--- src/rtl/led_dir_ctrl.sv ---
// ---------------------------------------------------------------------------
// Module : led_dir_ctrl
//
// Input-side companion of the LED up/down counter. Two raw push-buttons are
// synchronised, debounced and then arbitrated by a small FSM. The outputs
// drive the counter: a registered direction level and a one-cycle step pulse.
//
// Optional feature (compile-time macro AUTO_REPEAT_EN):
//   When defined, a button that stays held keeps producing step pulses. The
//   first repeat comes REPEAT_DELAY cycles after the initial step, and later
//   repeats come every REPEAT_PERIOD cycles. When the macro is undefined,
//   each press gives exactly one step and the repeat parameters are ignored.
//
// Parameters
//   DB_CYCLES      consecutive stable cycles before a debounced level flips
//   REPEAT_DELAY   hold time before auto-repeat starts (AUTO_REPEAT_EN only)
//   REPEAT_PERIOD  spacing of repeated steps           (AUTO_REPEAT_EN only)
//   DIR_RESET      direction after reset (1 = up, 0 = down)
//
// Ports
//   clk        in   system clock, rising edge
//   reset      in   asynchronous, active-high reset
//   btn_up     in   raw up button, asynchronous, 1 = pressed
//   btn_down   in   raw down button, asynchronous, 1 = pressed
//   direction  out  registered direction to counter (1 = up, 0 = down)
//   step       out  one-clock pulse requesting one count step
//   held       out  1 while the FSM is in HELD_UP or HELD_DN
// ---------------------------------------------------------------------------
module led_dir_ctrl #(
  parameter int unsigned DB_CYCLES     = 1000000,
  parameter int unsigned REPEAT_DELAY  = 25000000,
  parameter int unsigned REPEAT_PERIOD = 5000000,
  parameter logic        DIR_RESET     = 1'b1
) (
  input  logic clk,
  input  logic reset,
  input  logic btn_up,
  input  logic btn_down,
  output logic direction,
  output logic step,
  output logic held
);

  localparam int DB_W = $clog2(DB_CYCLES + 1);

  // The counter flips the level on the DB_CYCLES-th consecutive differing
  // cycle, so the compare value is one below DB_CYCLES.
  localparam logic [DB_W-1:0] DB_LAST = DB_W'(DB_CYCLES - 1);

  typedef enum logic [1:0] {
    IDLE    = 2'd0,
    HELD_UP = 2'd1,
    HELD_DN = 2'd2,
    LOCKOUT = 2'd3
  } state_t;

  // Bit 0 carries the up button and bit 1 carries the down button.
  logic [1:0]      btn_raw;
  logic [1:0]      sync_1;
  logic [1:0]      sync_2;
  logic [1:0]      deb;
  logic [1:0]      deb_prev;
  logic [1:0]      press;
  logic [DB_W-1:0] db_cnt [2];

  state_t state;
  logic   own_level;
  logic   other_level;

`ifdef AUTO_REPEAT_EN
  localparam int RPT_W = $clog2(REPEAT_DELAY + 1);
  localparam logic [RPT_W-1:0] DELAY_LAST  = RPT_W'(REPEAT_DELAY - 1);
  localparam logic [RPT_W-1:0] PERIOD_LAST = RPT_W'(REPEAT_PERIOD - 1);

  logic [RPT_W-1:0] rpt_cnt;
  logic             rpt_phase;
  logic [RPT_W-1:0] rpt_target;
`endif

  assign btn_raw = {btn_down, btn_up};

  // Two-flop synchroniser per button. The raw buttons are asynchronous to
  // clk, so nothing downstream may look at them before this point.
  always_ff @(posedge clk or posedge reset) begin
    if (reset) begin
      sync_1 <= 2'b00;
      sync_2 <= 2'b00;
    end else begin
      sync_1 <= btn_raw;
      sync_2 <= sync_1;
    end
  end

  // Debounce per button. The counter runs only while the synchronised level
  // disagrees with the debounced one, so any bounce back to the old level
  // restarts the wait from zero.
  always_ff @(posedge clk or posedge reset) begin
    if (reset) begin
      deb       <= 2'b00;
      db_cnt[0] <= '0;
      db_cnt[1] <= '0;
    end else begin
      for (int i = 0; i < 2; i++) begin
        if (sync_2[i] == deb[i]) begin
          db_cnt[i] <= '0;
        end else if (db_cnt[i] == DB_LAST) begin
          deb[i]    <= ~deb[i];
          db_cnt[i] <= '0;
        end else begin
          db_cnt[i] <= db_cnt[i] + 1'b1;
        end
      end
    end
  end

  // Previous debounced level, used to turn a rising level into a one-cycle
  // press event.
  always_ff @(posedge clk or posedge reset) begin
    if (reset) begin
      deb_prev <= 2'b00;
    end else begin
      deb_prev <= deb;
    end
  end

  assign press = deb & ~deb_prev;

  // While held, own_level is the button that caused the hold and other_level
  // is the opposite button. The held states can then share one FSM branch.
  always_comb begin
    own_level   = 1'b0;
    other_level = 1'b0;
    if (state == HELD_UP) begin
      own_level   = deb[0];
      other_level = deb[1];
    end else if (state == HELD_DN) begin
      own_level   = deb[1];
      other_level = deb[0];
    end
  end

`ifdef AUTO_REPEAT_EN
  // The first repeat waits the long delay. After that the counter compares
  // against the shorter period.
  always_comb begin
    rpt_target = DELAY_LAST;
    if (rpt_phase) begin
      rpt_target = PERIOD_LAST;
    end
  end
`endif

  // Arbitration FSM with registered outputs. The direction is written only
  // on the edge that also raises step, so a direction change is always seen
  // together with its step. If both buttons are active at once, the FSM goes
  // to LOCKOUT. It stays there silently until both buttons are released.
  always_ff @(posedge clk or posedge reset) begin
    if (reset) begin
      state     <= IDLE;
      direction <= DIR_RESET;
      step      <= 1'b0;
      held      <= 1'b0;
`ifdef AUTO_REPEAT_EN
      rpt_cnt   <= '0;
      rpt_phase <= 1'b0;
`endif
    end else begin
      step <= 1'b0;
`ifdef AUTO_REPEAT_EN
      // Outside an ongoing hold the repeat timer sits at zero. This clears it
      // on entry to a held state and again on leaving it.
      rpt_cnt   <= '0;
      rpt_phase <= 1'b0;
`endif
      case (state)
        IDLE: begin
          if ((press[0] && deb[1]) || (press[1] && deb[0])) begin
            state <= LOCKOUT;
            held  <= 1'b0;
          end else if (press[0]) begin
            state     <= HELD_UP;
            direction <= 1'b1;
            step      <= 1'b1;
            held      <= 1'b1;
          end else if (press[1]) begin
            state     <= HELD_DN;
            direction <= 1'b0;
            step      <= 1'b1;
            held      <= 1'b1;
          end
        end

        HELD_UP, HELD_DN: begin
          if (other_level) begin
            state <= LOCKOUT;
            held  <= 1'b0;
          end else if (!own_level) begin
            state <= IDLE;
            held  <= 1'b0;
          end
`ifdef AUTO_REPEAT_EN
          else begin
            rpt_phase <= rpt_phase;
            if (rpt_cnt == rpt_target) begin
              // Gating with the current step keeps pulses one cycle wide,
              // even if the period is set to a single cycle.
              step      <= ~step;
              rpt_cnt   <= '0;
              rpt_phase <= 1'b1;
            end else begin
              rpt_cnt <= rpt_cnt + 1'b1;
            end
          end
`endif
        end

        LOCKOUT: begin
          held <= 1'b0;
          if (!deb[0] && !deb[1]) begin
            state <= IDLE;
          end
        end

        default: begin
          state <= IDLE;
          held  <= 1'b0;
        end
      endcase
    end
  end

endmodule

--- config.mk ---
export PLATFORM = sky130hd
export DESIGN_NAME = led_dir_ctrl
export DESIGN_NICKNAME = d
export VERILOG_FILES = /design/src/rtl/led_dir_ctrl.sv
export SDC_FILE = /design/constraint.sdc
export NUM_CORES = 1
export LEC_CHECK = 0
export ABC_AREA = 1
export CAP_MARGIN = 20
export CORE_ASPECT_RATIO = 0.8
export CORE_MARGIN = 2
export CORE_UTILIZATION = 60
export DETAILED_ROUTE_END_ITERATION = 12
export HOLD_SLACK_MARGIN = 0.05
export PLACE_DENSITY = 0.83
export SLEW_MARGIN = 20
export SYNTH_ARGS = -nofsm -noshare
export SYNTH_HDL_FRONTEND = slang
export SYNTH_SLANG_ARGS = --single-unit
--- constraint.sdc ---
create_clock -name clk -period 2.14 [get_ports clk]
set_input_delay 0.642 -clock clk [delete_from_list [all_inputs] [get_ports clk]]
set_output_delay 0.642 -clock clk [all_outputs]
set_load 0.03 [all_outputs]
==> results of run 1 <==
## worst paths after layout
kind | start | endpoint | slack (ns) | cells past startpoint
setup / recovery | held | held | 0.18 | 1
hold / removal | sync_1[1] | sync_2[1] | 0.36 | 0
setup reg to reg | db_cnt[20] | db_cnt[34] | 0.65 | 6
hold reg to reg | sync_1[1] | sync_2[1] | 0.36 | 0
max in group asynchronous | reset | direction | 0.99 | 3
min in group asynchronous | reset | deb_prev[1] | 0.64 | 2
## report_power, final
group	switching (mW)	internal [mW]
combinational	0.0489	0.0272
sequential	0.0105	1.01
clock	0.330	0.465
## stage by stage
step	cells	total power, mW	worst slack (ns)
6_report	464	1.90	0.177
5_1_grt	464	1.97	0.140
4_1_cts	464	1.91	0.167
3_5_place_dp	456	1.12	0.340
3_3_place_gp	456	1.12	0.339
2_1_floorplan	391	1.09	0.213
## cell usage after synthesis (2+ instances only)
master | n | area [µm²]
nand3_1 | 31 | 155
xnor2_1 | 8 | 70.1
nor2_1 | 82 | 308
nand2_1 | 87 | 327
a21oi_1 | 6 | 30.0
buf_2 | 3 | 15.0
nand2_2 | 6 | 37.5
o21ai_1 | 3 | 15.0
inv_1 | 42 | 158
inv_2 | 2 | 7.51
nor2_4 | 3 | 33.8
ha_1 | 6 | 75.1
o21ai_0 | 9 | 45.0
o21bai_1 | 3 | 22.5
nor3_1 | 5 | 25.0
nand3_4 | 2 | 35.0
nand4_1 | 10 | 62.6
nor2_2 | 10 | 62.6
dfrtp_1 | 52 | 1300
nand3b_1 | 3 | 22.5
xor2_1 | 12 | 105
## cell type report
| type | instances | area [µm²] |
|---|---|---|
| Fill cell | 391 | 1400 |
| Clock inverter | 3 | 65.1 |
| Timing Repair Buffer | 9 | 106 |
| Inverter | 45 | 170 |
| Sequential cell | 53 | 1330 |
| Tap cell | 60 | 75.1 |
| Clock buffer | 5 | 68.8 |
| Multi-Input combinational cell | 289 | 1460 |
## routing by layer
metal	vias to the layer above	part of all wire	routed length [µm]	track usage
met1	1150	0.50	2950	0.359
met4	0	0.0068	40	0.0553
li1	1248	-	-	-
met2	83	0.42	2510	0.357
met5	-	0	0	0
met3	5	0.072	426	0.0372
## kinds of logic after synthesis
logic type / Yosys count / synth area share
AO/OA/AOI/OAI: 21 / 0.0377
XOR/XNOR: 21 / 0.0642
buffers and inverters: 49 / 0.0646
AND/OR/NAND/NOR: 241 / 0.364
flip-flops: 53 / 0.445
adder cells (fa/ha/maj): 6 / 0.0252
## registers in the layout (all words and copies together), names as in the netlist
register	count
step	1
state	2
held	1
deb_prev	2
direction	1
deb	2
db_cnt	40
sync_2	2
sync_1	2
## layout by cell type, fill, tap and decap left out, types with 8 or more instances in the layout
| master | Yosys | routed |
|---|---|---|
| dfrtp_1 | 52 | 52 |
| nand2_1 | 87 | 87 |
| nand3_1 | 31 | 31 |
| nor2_2 | 10 | 10 |
| xor2_1 | 12 | 12 |
| nand4_1 | 10 | 10 |
| inv_1 | 42 | 41 |
| o21ai_0 | 9 | 9 |
| nor2_1 | 82 | 82 |
| xnor2_1 | 8 | 8 |
==> reports/summary.txt, run 1 <==
Nets: 413
Worst skew pair latency: 0.31 ns
Crit. End Element: output pin
Fin. max-slew vios: 0
Core area: 4680 µm²
DRT antenna net count: 0
Post-Syn Area per Cell: 7.63 µm²
Finished Core Util: 0.700
Minimum clock period: 1.96 ns
Gp weighted congestion: 0.919
Critical Setup Path Class: flip-flop to output pin
Largest net degree at the start of global routing: 23
Worst vdd ir: 0.531 mV
Die area: 5560 µm²
Post-Syn Instances: 391
FF+latch count, synth: 53
DRC Markers: 0
Total Routing Usage GR: 0.237
Worst Path Buf+Inv: 1
Clock-pin slew on the worst setup and hold paths: 0.10 ns
Wire per inst: 12.8 µm
Die H: 67.1 µm
Top delay family on crit path: buffers and inverters
Fin area: 3280 µm²
Type of the tightest min-delay check: flip-flop to flip-flop
Initial core utilization: 0.638
Ys Warns: 0
Inserted Clock Buffers: 5
DRT iter0 DRCs: 302
Sequential share of the synthesized area: 0.445
Global-route wire length before repair: 10.4 mm
Synth cell types: 27
Initial antenna violation count: 0
H-tree lvl count: 2
CTS tree: done
Worst setup SP type: flip-flop
P&R area growth vs syn: 9.81%
Hold WS: 0.358 ns
Chip width: 82.8 µm
Critical-path cell list: clkdlybuf4s50_1
Crit path DAT: 1.32 ns
CTS Hold Buffers Added: 0
Status: finished clean
# diodes: 0
Ys flop type: dfrtp_1
Leak Pwr: 1.46 nW
Clock root buffer: clkbuf_8
Slowest CP cell: clkdlybuf4s50_1
Max-slew headroom: 0.703
Fraction of layout cells with a size suffix above 1: 0.0965
Power Dens Cells: 578 nW/µm²
Resize count post-CTS: 1
Routed wire length: 5.92 mm
Setup TNS: 0 ns
Critical Path RT: 1.50 ns
Grt ovf: 0
Row count: 22
Syn Nets: 401
Hold Fails Final Rpt: 0
Io pins: 7
Vias: 2486
Buffer depth of the longest clock path: 2
Postcts setup bufs: 0
Cell area after synthesis: 2980 µm²
Final setup fails: 0
Skew final: 0.00801 ns
Vias in the first global route: 2281
FFs w/ async S/R, synth: 1.00
Vias per cell: 5.36
Tcrit/Tclk final: 0.917
RSZ-0062 raised after global routing: no
Hpwl dp: 4.57 mm
Max-cap violations: 0
Area after DPL: 3140 µm²
Highest Clock Rate: 509 MHz
Clock Sink Count: 53
Number of synthesized flops with an enable pin: 0
First-pass iteration count of the detailed router: 5
Crit-path max FO: 2
IO buf count: 6
Slew at the pin closest to its max-slew limit: 0.445 ns
CP max stage delay: 0.67 ns
Power figures use the tool's default switching activity.
==> run 2, diff against run 1 <==
Settings changed: CORE_UTILIZATION 60 to 50, PLACE_DENSITY 0.83 to 0.72.
==> run 2 against run 1 <==
- critical path type unchanged
- critical path depth stayed put
- combinational power is 3.3% lower
- flip-flop and latch count stayed put
- largest power group unchanged
- final cell count is 4.5% higher
==> reports/summary.txt, run 2 (synthesis results as in run 1) <==
Status: finished clean
Max-slew headroom: 0.445
Critical Path RT: 1.50 ns
Nets: 413
Total Routing Usage GR: 0.199
Skew final: 0.0111 ns
Crit path DAT: 1.31 ns
P&R area growth vs syn: 9.39%
Internal: 1.39 mW
DRC Markers: 0
Vias per cell: 5.07
Register with the most flip-flops: db_cnt
Leak Pwr: 1.45 nW
Crit. End Element: output pin
Routed wire length: 6.06 mm
Gp weighted congestion: 0.931
Clock-pin slew on the worst setup and hold paths: 0.09 ns
# diodes: 0
Clock Sink Count: 53
Buffer depth of the longest clock path: 2
Clk network pwr share: 0.374
Grt ovf: 0
Crit-path max FO: 2
Fin. max-slew vios: 0
DRT iter0 DRCs: 206
Io pins: 7
Clock root buffer: clkbuf_8
Slowest CP cell: clkdlybuf4s50_1
Fin area: 3260 µm²
Top delay family on crit path: buffers and inverters
IO buf count: 6
CTS Hold Buffers Added: 0
Fraction of layout cells with a size suffix above 1: 0.0941
Net Switching: 0.370 mW
Slew at the pin closest to its max-slew limit: 0.827 ns
Initial core utilization: 0.510
Sequential power share: 0.584
Max-cap violations: 0
Vias: 2461
Setup TNS: 0 ns
Row count: 25
Power Dens Cells: 538 nW/µm²
Inserted Clock Buffers: 5
Comb power frac: 0.042
Tcrit/Tclk final: 0.912
FF-to-FF Start: deb[0]
Most frequent cells in the layout: nand2_1, nor2_1, dfrtp_1, inv_1, nand3_1
Global-route wire length before repair: 10.5 mm
Worst vdd ir: 0.352 mV
CTS tree: done
Hpwl dp: 4.64 mm
Die area: 6610 µm²
Worst Path Buf+Inv: 1
H-tree lvl count: 2
Wire per inst: 12.5 µm
First-pass iteration count of the detailed router: 5
DRT antenna net count: 0
Switching share of power: 0.211
RSZ-0062 raised after global routing: no
DP Worst Slack: 0.333 ns
Core area: 5850 µm²
Post-route setup slack: 0.189 ns
Number of fill cells in the layout: 571
Worst setup SP type: flip-flop
Max reg flops: 40
Critical Setup Path Class: flip-flop to output pin
CP max stage delay: 0.66 ns
Die H: 73.1 µm
Worst skew pair latency: 0.30 ns
Hold Fails Final Rpt: 0
Minimum clock period: 1.95 ns
Chip width: 90.4 µm
Critical-path cell list: clkdlybuf4s50_1
Commonest non-fill, non-tap cell in the layout: nand2_1
HP Start: sync_1[1]
Initial antenna violation count: 0
Final setup fails: 0
Highest Clock Rate: 512 MHz
Type of the tightest min-delay check: flip-flop to flip-flop
Area after DPL: 3160 µm²
Largest net degree at the start of global routing: 26
Vias in the first global route: 2288
Crit path launch: held
[run 2: cell count changes in the layout (fill, tap and decap cells not counted), sizes merged]
cell	before	now
clkbuf	5	6
bufinv	2	1
[run 2: path summary, 6_finish.rpt]
| check | cells after the start | slack, ns | end |
|---|---|---|---|
| worst max register to register | 4 | 0.36 | db_cnt[38] |
| worst min register to register | 0 | 0.36 | sync_2[1] |
| max in group asynchronous | 3 | 0.99 | db_cnt[14] |
| worst min-delay path | 0 | 0.36 | sync_2[1] |
| worst max-delay path | 1 | 0.19 | held |
| min in group asynchronous | 2 | 0.65 | db_cnt[32] |
[run 2: through the flow]
step / hold WS, ns / std cells / total power [mW] / utilization
after floorplan: 0.331 / 391 / 1.09 / -
after global placement: 0.338 / 477 / 1.12 / 0.540
after CTS: 0.361 / 485 / 1.79 / 0.558
final: 0.358 / 485 / 1.76 / 0.558
after global routing: 0.369 / 485 / 1.83 / 0.558
after detailed placement: 0.349 / 477 / 1.12 / 0.540
[run 2: cell type report]
cell class / instances / area [µm²] / area share
Multi-Input combinational cell: 289 / 1460 / 0.448
Sequential cell: 53 / 1330 / 0.407
Inverter: 45 / 170 / 0.0521
Tap cell: 81 / 101 / 0.0310
Timing Repair Buffer: 9 / 93.8 / 0.0287
Clock buffer: 6 / 72.6 / 0.0222
Clock inverter: 2 / 35.0 / 0.0107
[run 2: power groups by stage]
stage	clock network (mW)	logic, mW	registers (mW)
floorplan	0	0.0490	1.04
global placement	0	0.0743	1.04
detailed placement	0	0.0758	1.05
CTS	0.683	0.0767	1.03
global route	0.720	0.0858	1.03
finish	0.657	0.0736	1.03
[run 2: metal layers]
layer  part of all wire  global-route usage
met4             0.0074              0.0547
met5                  0                   0
met1               0.50               0.287
met2               0.44               0.307
met3              0.054              0.0434
[run 2: timing repair]
item / in CTS / in global routing
setup buffers: 0 / 0
endpoints found under the hold margin: 0 / 0
gates resized for setup: 1 / 0
endpoints found under the setup margin: 1 / 0
==> run 3, diff against run 2 <==
--- a/config.mk
+++ b/config.mk
@@ -12,2 +12,3 @@
 export CORE_UTILIZATION = 50
+export CTS_CLUSTER_DIAMETER = 40
 export DETAILED_ROUTE_END_ITERATION = 12
==> constraint.sdc (replaced) <==
create_clock -name clk -period 2.14 [get_ports clk]
set_input_delay 0.321 -clock clk [delete_from_list [all_inputs] [get_ports clk]]
set_output_delay 0.321 -clock clk [all_outputs]
set_load 0.03 [all_outputs]
==> run 3 against run 2 <==
- register-to-register slack improved by 0.32 ns
- hold slack got worse by 0.00074 ns
- critical path type unchanged
- clock skew fell by 0.0074 ns
- largest cell class unchanged
- first-iteration DRC count fell by 19%
==> reports/summary.txt, run 3 (synthesis results as in run 1) <==
Initial core utilization: 0.510
Crit path DAT: 1.50 ns
Max Used Layer: met4
Fraction of layout cells with a size suffix above 1: 0.0918
Worst R2R Setup Slack: 0.68 ns
IO buf count: 6
Critical-path cell list: clkdlybuf4s50_1
Most frequent cells in the layout: nand2_1, nor2_1, dfrtp_1, inv_1, nand3_1
Power Dens Cells: 551 nW/µm²
Postcts setup bufs: 0
Routed wire length: 5.96 mm
Slowest CP cell: clkdlybuf4s50_1
Setup TNS: 0 ns
Nets: 412
RSZ-0062 raised after global routing: no
# diodes: 0
Total Routing Usage GR: 0.205
DRT antenna net count: 0
DP Worst Slack: 0.650 ns
M1 WL: 2.87 mm
Die area: 6610 µm²
Status: finished clean
CP max stage delay: 0.66 ns
Top delay family on crit path: buffers and inverters
Met3 wire length: 363 µm
Max reg flops: 40
Vias per cell: 5.00
Number of fill cells in the layout: 541
Final setup fails: 0
Largest net degree at the start of global routing: 54
FF-to-FF Start: db_cnt[20]
Row count: 25
Tcrit/Tclk final: 0.850
Die H: 73.1 µm
Leak Pwr: 1.44 nW
Wire per inst: 12.3 µm
Initial antenna violation count: 0
Core area: 5850 µm²
P&R area growth vs syn: 9.48%
DRC Markers: 0
CTS Hold Buffers Added: 0
Clock-pin slew on the worst setup and hold paths: 0.09 ns
Type of the tightest min-delay check: flip-flop to flip-flop
HP Start: sync_1[0]
Slew at the pin closest to its max-slew limit: 0.412 ns
Worst Path Buf+Inv: 1
CTS tree: done
DRT iter0 DRCs: 166
Clock Sink Count: 53
FF-to-FF End: db_cnt[32]
Register with the most flip-flops: db_cnt
Worst R2R Path Depth: 6
Finished Core Util: 0.559
Max-slew headroom: 0.725
Vias: 2421
Worst hold path depth: 0
Worst setup SP type: flip-flop
Hold Fails Final Rpt: 0
Critical Setup Path Class: flip-flop to output pin
Commonest non-fill, non-tap cell in the layout: nand2_1
Minimum clock period: 1.82 ns
H-tree lvl count: 2
Vias in the first global route: 2353
Hpwl dp: 4.39 mm
Max-cap violations: 0
Global-route wire length before repair: 10.8 mm
Worst vdd ir: 0.346 mV
First-pass iteration count of the detailed router: 5
Met2 wire len: 2.69 mm
Fin area: 3270 µm²
Io pins: 7
Sink of the worst hold path: sync_2[0]
Crit-path max FO: 2
Inserted Clock Buffers: 5
Crit. End Element: output pin
Non-Filler Instances: 484
Highest Clock Rate: 550 MHz
Placed insts: 476
Buffer depth of the longest clock path: 2
Worst skew pair latency: 0.30 ns
Post-route setup slack: 0.321 ns
Skew final: 0.00363 ns
Fin. max-slew vios: 0
Critical Path RT: 1.82 ns
Tot Pwr: 1.80 mW
Gp weighted congestion: 0.883
Grt ovf: 0
Clock root buffer: clkbuf_8
Hold WS: 0.357 ns
Resize count post-CTS: 0
Area after DPL: 3150 µm²
Chip width: 90.4 µm
==> run 3: worst max-delay path by stage <==
stage / from / end / slack [ns] / cells after the start
6_report: direction / direction / 0.32 / 1
5_1_grt: direction / direction / 0.27 / 1
4_1_cts: direction / direction / 0.30 / 1
3_3_place_gp: direction / direction / 0.66 / 1
3_5_place_dp: direction / direction / 0.65 / 1
2_1_floorplan: reset / db_cnt[0] / 0.53 / 1
==> run 3: final cells by class <==
type	count	area (µm²)	share of cell area
well taps	81	101	0.0310
inverters	45	170	0.0521
repair buffers	8	87.6	0.0268
clock buffers	7	86.3	0.0264
clock inverters	1	30.0	0.00919
flip-flops and latches	53	1330	0.406
multi-input cells	289	1460	0.448
==> run 3: layer usage <==
layer | vias to the layer above | GRT usage
met5 | - | 0
met1 | 1112 | 0.283
met2 | 63 | 0.330
li1 | 1242 | -
met3 | 4 | 0.0434
met4 | 0 | 0.0598
==> run 3: power by group <==
| part | internal, mW | leakage (nW) | switching [mW] |
|---|---|---|---|
| registers | 1.01 | 0.723 | 0.0109 |
| logic | 0.0243 | 0.659 | 0.0482 |
| clock network | 0.382 | 0.0585 | 0.322 |
| total | 1.42 | 1.44 | 0.381 |
